File: config.mk
export PLATFORM = sky130hd
export DESIGN_NAME = cluster_merge_nofm
export DESIGN_NICKNAME = d
export VERILOG_FILES = /design/src/rtl/gem_cluster_pkg.sv /design/src/rtl/cluster_seg_bank.sv /design/src/rtl/cluster_merge_nofm.sv
export SDC_FILE = /design/constraint.sdc
export NUM_CORES = 2
export LEC_CHECK = 0
export BUFFER_PORTS_ARGS = -buffer_cell sky130_fd_sc_hd__buf_2
export CAP_MARGIN = 10
export CORE_MARGIN = 2
export CORE_UTILIZATION = 55
export DETAILED_ROUTE_END_ITERATION = 10
export GPL_TIMING_DRIVEN = 0
export PLACE_DENSITY = 0.74
export SYNTH_ARGS = -nofsm -noshare
export SYNTH_HDL_FRONTEND = slang
export SYNTH_SLANG_ARGS = --single-unit
export TNS_END_PERCENT = 50
File: constraint.sdc
create_clock -name clock4x -period 8.52 [get_ports clock4x]
set_clock_uncertainty 0.1 [all_clocks]
set_input_delay 0 -clock clock4x [delete_from_list [all_inputs] [get_ports clock4x]]
set_output_delay 0 -clock clock4x [all_outputs]
set_load 0.01 [all_outputs]
File: src/rtl/gem_cluster_pkg.sv
// rtl/gem_cluster_pkg.sv - shared widths, empty-slot address and merge FSM encoding
package gem_cluster_pkg;

    localparam int MXADRBITS   = 11;
    localparam int MXCNTBITS   = 3;
    localparam int INVALID_ADR = 2046;

    typedef enum logic [1:0] {
        IDLE    = 2'd0,
        MERGE   = 2'd1,
        PUBLISH = 2'd2
    } merge_state_t;

endpackage

File: src/rtl/cluster_seg_bank.sv
// rtl/cluster_seg_bank.sv - ping-pong per-segment frame buffer with compacting write pointer
module cluster_seg_bank
    import gem_cluster_pkg::*;
#(
    parameter int NPERSEG = 8,
    parameter int ADR_W   = MXADRBITS,
    parameter int CNT_W   = MXCNTBITS,
    parameter int PW      = $clog2(NPERSEG + 1)
) (
    input  logic                     clock4x,
    input  logic                     global_reset,
    input  logic                     frame_start,
    input  logic                     slot_active,
    input  logic                     swap,
    input  logic                     vpf,
    input  logic [ADR_W-1:0]         adr,
    input  logic [CNT_W-1:0]         cnt,
    output logic [NPERSEG*ADR_W-1:0] rd_adr,
    output logic [NPERSEG*CNT_W-1:0] rd_cnt,
    output logic [PW-1:0]            rd_n
);

    localparam int IW = $clog2(NPERSEG);

    logic             wr_bank;
    logic [PW-1:0]    n_q [2];
    logic [ADR_W-1:0] adr_mem [2][NPERSEG];
    logic [CNT_W-1:0] cnt_mem [2][NPERSEG];
    logic [PW-1:0]    wptr;
    logic             wr_en;

    // A new frame (including a restart after abort) always writes from entry 0.
    assign wptr  = frame_start ? '0 : n_q[wr_bank];
    assign wr_en = (frame_start | slot_active) & vpf;

    always_ff @(posedge clock4x) begin
        if (global_reset) begin
            wr_bank <= 1'b0;
            n_q[0]  <= '0;
            n_q[1]  <= '0;
        end else begin
            if (wr_en)
                n_q[wr_bank] <= wptr + PW'(1);
            else if (frame_start)
                n_q[wr_bank] <= '0;
            if (swap)
                wr_bank <= ~wr_bank;
        end
    end

    always_ff @(posedge clock4x) begin
        if (wr_en) begin
            adr_mem[wr_bank][wptr[IW-1:0]] <= adr;
            cnt_mem[wr_bank][wptr[IW-1:0]] <= cnt;
        end
    end

    for (genvar j = 0; j < NPERSEG; j++) begin : g_rd
        assign rd_adr[j*ADR_W +: ADR_W] = adr_mem[~wr_bank][j];
        assign rd_cnt[j*CNT_W +: CNT_W] = cnt_mem[~wr_bank][j];
    end
    assign rd_n = n_q[~wr_bank];

endmodule

File: src/rtl/cluster_merge_nofm.sv
// rtl/cluster_merge_nofm.sv - frame collector and cross-segment cluster merger
module cluster_merge_nofm
    import gem_cluster_pkg::*;
#(
    parameter int NSEG        = 2,
    parameter int SEG_WIDTH   = 768,
    parameter int NPERSEG     = 8,
    parameter int NOUT        = 8,
    parameter int MXADRBITS   = gem_cluster_pkg::MXADRBITS,
    parameter int MXCNTBITS   = gem_cluster_pkg::MXCNTBITS,
    parameter int INVALID_ADR = gem_cluster_pkg::INVALID_ADR
) (
    input  logic                                clock4x,
    input  logic                                global_reset,
    input  logic                                frame_start,
    input  logic [NSEG-1:0]                     seg_vpf,
    input  logic [NSEG*MXADRBITS-1:0]           seg_adr,
    input  logic [NSEG*MXCNTBITS-1:0]           seg_cnt,
    output logic [NOUT-1:0]                     out_vld,
    output logic [NOUT*MXADRBITS-1:0]           out_adr,
    output logic [NOUT*MXCNTBITS-1:0]           out_cnt,
    output logic                                result_valid,
    output logic [$clog2(NSEG*NPERSEG+1)-1:0]   nclusters,
    output logic                                overflow,
    output logic                                frame_abort
);

    localparam int NCW = $clog2(NSEG*NPERSEG + 1);
    localparam int PW  = $clog2(NPERSEG + 1);
    localparam int SLW = $clog2(NPERSEG);
    localparam int SW  = (NSEG > 1) ? $clog2(NSEG) : 1;
    localparam logic [MXADRBITS-1:0] INV = MXADRBITS'(INVALID_ADR);

    if (NSEG < 1 || NSEG > NPERSEG - 1) begin : g_bad_nseg
        $error("cluster_merge_nofm: NSEG must satisfy 1 <= NSEG <= NPERSEG-1");
    end
    if (NOUT < 1 || NOUT > NSEG*NPERSEG) begin : g_bad_nout
        $error("cluster_merge_nofm: NOUT must satisfy 1 <= NOUT <= NSEG*NPERSEG");
    end
    if (NSEG*SEG_WIDTH > 2**MXADRBITS - 2) begin : g_bad_adr
        $error("cluster_merge_nofm: NSEG*SEG_WIDTH exceeds address range");
    end

    // Slot counter
    logic           active;
    logic [SLW-1:0] slot;
    logic           last;

    assign last = active & ~frame_start & (slot == SLW'(NPERSEG - 1));

    always_ff @(posedge clock4x) begin
        if (global_reset) begin
            active      <= 1'b0;
            slot        <= '0;
            frame_abort <= 1'b0;
        end else begin
            frame_abort <= frame_start & active;
            if (frame_start) begin
                active <= 1'b1;
                slot   <= SLW'(1);
            end else if (active) begin
                if (last)
                    active <= 1'b0;
                else
                    slot <= slot + SLW'(1);
            end
        end
    end

    logic [NPERSEG*MXADRBITS-1:0] bank_adr [NSEG];
    logic [NPERSEG*MXCNTBITS-1:0] bank_cnt [NSEG];
    logic [PW-1:0]                bank_n   [NSEG];

    for (genvar s = 0; s < NSEG; s++) begin : g_seg
        cluster_seg_bank #(
            .NPERSEG (NPERSEG),
            .ADR_W   (MXADRBITS),
            .CNT_W   (MXCNTBITS),
            .PW      (PW)
        ) u_bank (
            .clock4x      (clock4x),
            .global_reset (global_reset),
            .frame_start  (frame_start),
            .slot_active  (active),
            .swap         (last),
            .vpf          (seg_vpf[s]),
            .adr          (seg_adr[s*MXADRBITS +: MXADRBITS]),
            .cnt          (seg_cnt[s*MXCNTBITS +: MXCNTBITS]),
            .rd_adr       (bank_adr[s]),
            .rd_cnt       (bank_cnt[s]),
            .rd_n         (bank_n[s])
        );
    end

    // Merge FSM
    merge_state_t state_q, state_d;
    logic         acc_clear, do_merge, do_publish;
    logic [SW-1:0] seg_q;

    always_comb begin
        state_d    = state_q;
        acc_clear  = 1'b0;
        do_merge   = 1'b0;
        do_publish = 1'b0;
        case (state_q)
            IDLE: begin
                if (last) begin
                    acc_clear = 1'b1;
                    state_d   = MERGE;
                end
            end
            MERGE: begin
                do_merge = 1'b1;
                if (seg_q == SW'(NSEG - 1))
                    state_d = PUBLISH;
            end
            PUBLISH: begin
                do_publish = 1'b1;
                state_d    = IDLE;
            end
            default: state_d = IDLE;
        endcase
    end

    logic [MXADRBITS-1:0] acc_adr [NOUT];
    logic [MXCNTBITS-1:0] acc_cnt [NOUT];
    logic [MXADRBITS-1:0] m_adr   [NOUT];
    logic [MXCNTBITS-1:0] m_cnt   [NOUT];
    logic [NCW-1:0]       fill_q;
    logic [PW-1:0]        cur_n;
    logic [MXADRBITS-1:0] seg_off;

    // Current segment's entries land at fill_q..fill_q+n-1; anything past NOUT is dropped.
    always_comb begin
        m_adr   = acc_adr;
        m_cnt   = acc_cnt;
        cur_n   = bank_n[seg_q];
        seg_off = MXADRBITS'(int'(seg_q) * SEG_WIDTH);
        for (int i = 0; i < NOUT; i++) begin
            if (i >= int'(fill_q) && i < int'(fill_q) + int'(cur_n)) begin
                m_adr[i] = bank_adr[seg_q][(i - int'(fill_q))*MXADRBITS +: MXADRBITS] + seg_off;
                m_cnt[i] = bank_cnt[seg_q][(i - int'(fill_q))*MXCNTBITS +: MXCNTBITS];
            end
        end
    end

    always_ff @(posedge clock4x) begin
        if (global_reset) begin
            state_q      <= IDLE;
            seg_q        <= '0;
            fill_q       <= '0;
            result_valid <= 1'b0;
            out_vld      <= '0;
            out_adr      <= {NOUT{INV}};
            out_cnt      <= '0;
            nclusters    <= '0;
            overflow     <= 1'b0;
            for (int i = 0; i < NOUT; i++) begin
                acc_adr[i] <= INV;
                acc_cnt[i] <= '0;
            end
        end else begin
            state_q      <= state_d;
            result_valid <= do_publish;
            if (acc_clear) begin
                seg_q  <= '0;
                fill_q <= '0;
                for (int i = 0; i < NOUT; i++) begin
                    acc_adr[i] <= INV;
                    acc_cnt[i] <= '0;
                end
            end else if (do_merge) begin
                seg_q   <= seg_q + SW'(1);
                fill_q  <= fill_q + NCW'(cur_n);
                acc_adr <= m_adr;
                acc_cnt <= m_cnt;
            end
            if (do_publish) begin
                for (int i = 0; i < NOUT; i++) begin
                    out_vld[i]                        <= (i < int'(fill_q));
                    out_adr[i*MXADRBITS +: MXADRBITS] <= acc_adr[i];
                    out_cnt[i*MXCNTBITS +: MXCNTBITS] <= acc_cnt[i];
                end
                nclusters <= fill_q;
                overflow  <= (int'(fill_q) > NOUT);
            end
        end
    end

endmodule
==> results.toml, run 1 <==
[clocking]
clockRootBuffer = "clkbuf_16"
h-tree-depth = 3
cts-buffers-inserted = 80
cts.sinks = 720
cts.path.max_buffers = 3

[floorplanning]
start_util_pct = 55.3
io_pins = 161
die_w_microns = 351
rows = 127
die_h_microns = 351

[global_route]
grt_usage_pct = 71.6
gr-total-overflow = 14
grt_pass1_vias = 72800
grt_start_max_net_pins = 38
grt_pass1_wl_microns = 604000

[yosys]
seq_area_frac_synth_pct = 28.8
ys_seq_elements = 720
yosysWarnings = 0
synth_edf_count = 464
syn_nets = 7175
syn_area_per_cell_sq_um = 9.55
synthCells = 6925
netlist_area_sq_mm = 0.0661
synth_flop_cell = "edfxtp_1"
postSynth.asyncResetShare_pct = 0
ys_types = 94

[place]
place_hpwl_microns = 328000
post-place-ws_ns = -5.05
place_congestion = 1.37
dp_cells = 8758
io_buffers = 160

[outcome]
outcome = "did not finish"
lastStage = "5_1_grt"
error = "[ERROR GRT-0116] Global routing finished with congestion. Check the congestion regions in the DRC Viewer."
==> cell usage after synthesis (70+ instances only) <==
cell type | number | area, sq um
edfxtp_1 | 464 | 13900
xnor2_1 | 104 | 911
clkbuf_1 | 340 | 1280
a21oi_1 | 473 | 2370
mux2i_1 | 431 | 4310
a211oi_1 | 115 | 863
mux2_2 | 177 | 1990
buf_2 | 111 | 556
ha_1 | 176 | 2200
o211ai_1 | 115 | 863
nor3_1 | 138 | 691
dfxtp_1 | 256 | 5120
inv_1 | 179 | 672
nand2_1 | 926 | 3480
mux4_2 | 537 | 12100
nor2_1 | 653 | 2450
nand3b_1 | 83 | 623
a21o_1 | 71 | 533
nand3_1 | 154 | 771
o21ai_0 | 342 | 1710
o22ai_1 | 70 | 438
==> per-layer routing <==
layer,global-route usage [%],GRT overflow
met1,74.8,0
met2,84.9,6
met3,57.7,4
met4,65.6,4
met5,34.0,0
==> cell families after synthesis <==
| family | Yosys count | share of synthesized area (%) |
|---|---|---|
| flip-flops | 720 | 28.8 |
| XOR/XNOR | 153 | 2.08 |
| AND/OR/NAND/NOR | 2261 | 15.1 |
| buffers and inverters | 768 | 5.17 |
| adder cells (fa/ha/maj) | 217 | 4.57 |
| multiplexers | 1155 | 28.2 |
| AO/OA/AOI/OAI | 1651 | 16.1 |
==> stage by stage <==
| stage | TNS (ns) | cell area [sq um] |
|---|---|---|
| 2_1_floorplan | 0 | 66100 |
| 3_3_place_gp | -249.10 | 68900 |
| 3_5_place_dp | -179.52 | 69800 |
| 4_1_cts | 0 | 73100 |
==> repair_timing <==
action / in CTS
hold buffers: 33
endpoints found under the hold margin: 516
endpoints found under the setup margin: 104
setup buffers: 1
resized for setup: 79
==> run 2, diff against run 1 <==
Settings changed: CORE_UTILIZATION 55 to 40, PLACE_DENSITY 0.74 to unset, PLACE_DENSITY_LB_ADDON set to 0.15.
Clock period 8.52 ns to 11.1 ns, I/O delays scaled along.
==> results.toml, run 2 <==
[floorplanning]
die_w_microns = 411
io_pins = 161
fp.dieArea_sq_mm = 0.169
start_util_pct = 40.2
core_area_sq_mm = 0.165
die_h_microns = 411
rows = 149

[yosys]
syn_nets = 7175
synth_area_leaders = "edfxtp_1, mux4_2, dfxtp_1"
postSynth.asyncResetShare_pct = 0
yosysMostFrequentCell = "nand2_1"
synth_top_family_by_area = "multiplexers"
ys_seq_elements = 720
synth_flop_cell = "edfxtp_1"
netlist_area_sq_mm = 0.0661
yosys.area.top_type = "edfxtp_1"
synth_commonest_cells = "nand2_1, nor2_1, mux4_2, a21oi_1, edfxtp_1"
synth_compound_area_share_pct = 16.1
yosys.area_share.simple_pct = 15.1
yosysTopAreaCellShare_pct = 21.1
synth_mux_area_share_pct = 28.2
synthXorXnorAreaFrac_pct = 2.08
synthCells = 6925
seq_area_frac_synth_pct = 28.8
yosysWarnings = 0
syn_area_per_cell_sq_um = 9.55
synth_edf_count = 464
synthAdderAreaFrac_pct = 4.57
ys_types = 94

[power_and_ir_drop]
leakage_nw = 27.3
powerDensity_mw_per_mm2 = 83.8
peakVddDrop_mv = 0.140

[routing]
drt-total-wl_microns = 477000
post_drt_wl_per_cell_microns = 49.7
vias = 72000
first_iter_violations = 14500
vias_per_cell = 7.51
first_pass_iters = 9
antenna_left = 0
remaining_drc_errors = 0

[clocking]
cts.path.max_buffers = 3
cts-buffers-inserted = 85
clock_latency_ns = 0.81
clockRootBuffer = "clkbuf_16"
h-tree-depth = 3
clkTransAtPathRegs_ns = 0.06
cts.sinks = 720
cts_tree = "built"

[critical_path]
worst_setup_path_end_kind = "flop"
path_class = "flop to flop"
r2r-end = "acc_adr[87]$_SDFFE_PP1P_"
required_ns = 11.64
worst-r2r-setup-slack_ns = -0.14
reg2reg_from = "fill_q[0]$_SDFFE_PP0P_"
crit_path_max_fanout = 15
worst_setup_path_start_kind = "flop"
rr_worst_depth = 26
crit_arrival_ns = 11.78

[timing]
hold_violations = 0
setup_ws_ns = -0.141
period_share_pct = 101
max_freq_ghz = 0.0890
worst_pin_slew_ns = 1.62
drv_slew = 21
min_period_ns = 11.24
relSlewSlack_pct = -8.23
setup_viol = 3

[cells_and_area]
final_cell_area_sq_mm = 0.0749
largest_register_ffs = 352
post-route-util_pct = 45.5
fill_cells = 15800
nNetsFinal = 7564
area_growth_syn_to_layout_pct = 13.3
layout_common_cells = "nand2_1, nor2_1, mux4_2, a21oi_1, edfxtp_1"
final_common_cell = "nand2_1"
drive_gt1_share_pct = 19.6

[global_route]
gr-usage-met1_pct = 64.1
grt_pass1_vias = 65400
gr-total-overflow = 0
grt_busiest_layer = "met2"
grtUsageMet2_pct = 73.0
grt_pass1_wl_microns = 619000
grt_usage_pct = 55.0
antenna_found_initial = 42
grt_start_max_net_pins = 24
grtUsageMet3_pct = 28.9

[place]
io_buffers = 160
place_congestion = 1.19
placed_cell_area_sq_mm = 0.0711
place_hpwl_microns = 381000

[hold_path]
holdPathStages = 2
hold_end = "g_seg[0].u_bank.cnt_mem[1][15]$_DFFE_PP_"
min_path_type = "input port to flop"
min_from = "seg_cnt[0]"

[outcome]
outcome = "finished with violations"
violations = "capacitance limit, slew limit, setup timing"

[flow_run]
maxCapViolations = 6
-- run 2: cell counts after synthesis --
No cell type changed its count.
-- run 2: logic make-up after synthesis --
| logic type | Yosys count |
|---|---|
| compound gates | 1651 |
| fa+ha+maj | 217 |
| buf+inv | 768 |
| simple gates | 2261 |
| mux | 1155 |
| flops | 720 |
| xor+xnor | 153 |
-- run 2: through the flow --
stage / TNS [ns] / std cells / power [W] / hold WS [ns] / setup WS [ns]
6_report: -0.224 / 9592 / 0.00627 / 0.0832 / -0.141
5_1_grt: -0.00455 / 9572 / 0.00633 / 0.0987 / -0.00455
4_1_cts: 0 / 9546 / 0.00623 / 0.0302 / 0.127
3_5_place_dp: -54.68 / 9364 / 0.00309 / 0.294 / -3.07
3_3_place_gp: -86.02 / 9274 / 0.00307 / 0.287 / -3.42
2_1_floorplan: 0 / 6925 / 0.00297 / -0.00113 / 2.77
-- run 2: worst max-delay path by stage --
stage / start / endpoint / depth (start not counted)
after floorplan: fill_q[0]$_SDFFE_PP0P_ / acc_adr[64]$_SDFFE_PP1P_ / 34
after global placement: fill_q[0]$_SDFFE_PP0P_ / acc_adr[50]$_SDFFE_PP1P_ / 25
after detailed placement: fill_q[0]$_SDFFE_PP0P_ / acc_adr[64]$_SDFFE_PP1P_ / 34
after CTS: fill_q[0]$_SDFFE_PP0P_ / acc_adr[42]$_SDFFE_PP1P_ / 27
after global routing: fill_q[0]$_SDFFE_PP0P_ / acc_adr[87]$_SDFFE_PP1P_ / 33
final: fill_q[0]$_SDFFE_PP0P_ / acc_adr[87]$_SDFFE_PP1P_ / 26
-- run 2: routing by layer --
| metal | vias up | routed length [microns] |
|---|---|---|
| met5 | - | 633 |
| li1 | 27100 | - |
| met1 | 35700 | 163000 |
| met2 | 7271 | 181000 |
| met4 | 26 | 53400 |
| met3 | 1878 | 78900 |
-- run 2: power breakdown --
part	switching (W)	total (W)	leakage [nW]	internal (W)
registers	0.0000112	0.00288	6.28	0.00287
clock network	0.00137	0.00321	1.46	0.00184
logic	0.000142	0.000182	19.6	0.0000398
total	0.00152	0.00627	27.3	0.00475
-- run 2: critical path: stages (launching register included) --
cell	delay, ns
dfxtp_1	0.48
buf_4	0.32
buf_4	0.32
inv_1	0.15
clkbuf_4	0.45
buf_2	0.53
buf_2	0.37
buf_2	0.35
buf_2	0.52
ha_1	0.55
buf_4	0.42
buf_2	0.37
buf_2	0.41
buf_1	0.89
clkdlybuf4s15_1	1.05
clkbuf_2	0.62
nand2_1	0.13
a31oi_2	0.81
a21oi_1	0.21
o221ai_1	0.23
o21ai_0	0.11
o21ai_1	0.17
a21oi_1	0.18
fa_1	0.42
o21ai_0	0.08
nor3b_2	0.56
o21ai_0	0.14
-- run 2: area by class of cell --
cell class / instances / area [sq um] / area share [%]
Clock buffer: 102 / 2220 / 2.97
Multi-Input combinational cell: 5437 / 44000 / 58.7
Sequential cell: 720 / 19100 / 25.4
Clock inverter: 52 / 856 / 1.14
Antenna cell: 22 / 55.1 / 0.0735
Buffer: 572 / 2720 / 3.63
Timing Repair Buffer: 308 / 2560 / 3.41
Inverter: 190 / 719 / 0.961
Tap cell: 2189 / 2740 / 3.66
-- run 2: what timing repair did --
item                       in CTS  in global routing
hold endpoints to repair      553                  0
hold buffers                   33                  0
setup endpoints to repair      38                  9
buffers inserted                0                  3
pin swaps                       0                  1
gates cloned                    0                  0
resized for setup              17                  8
Note: power is estimated with default switching activity, not from simulation.
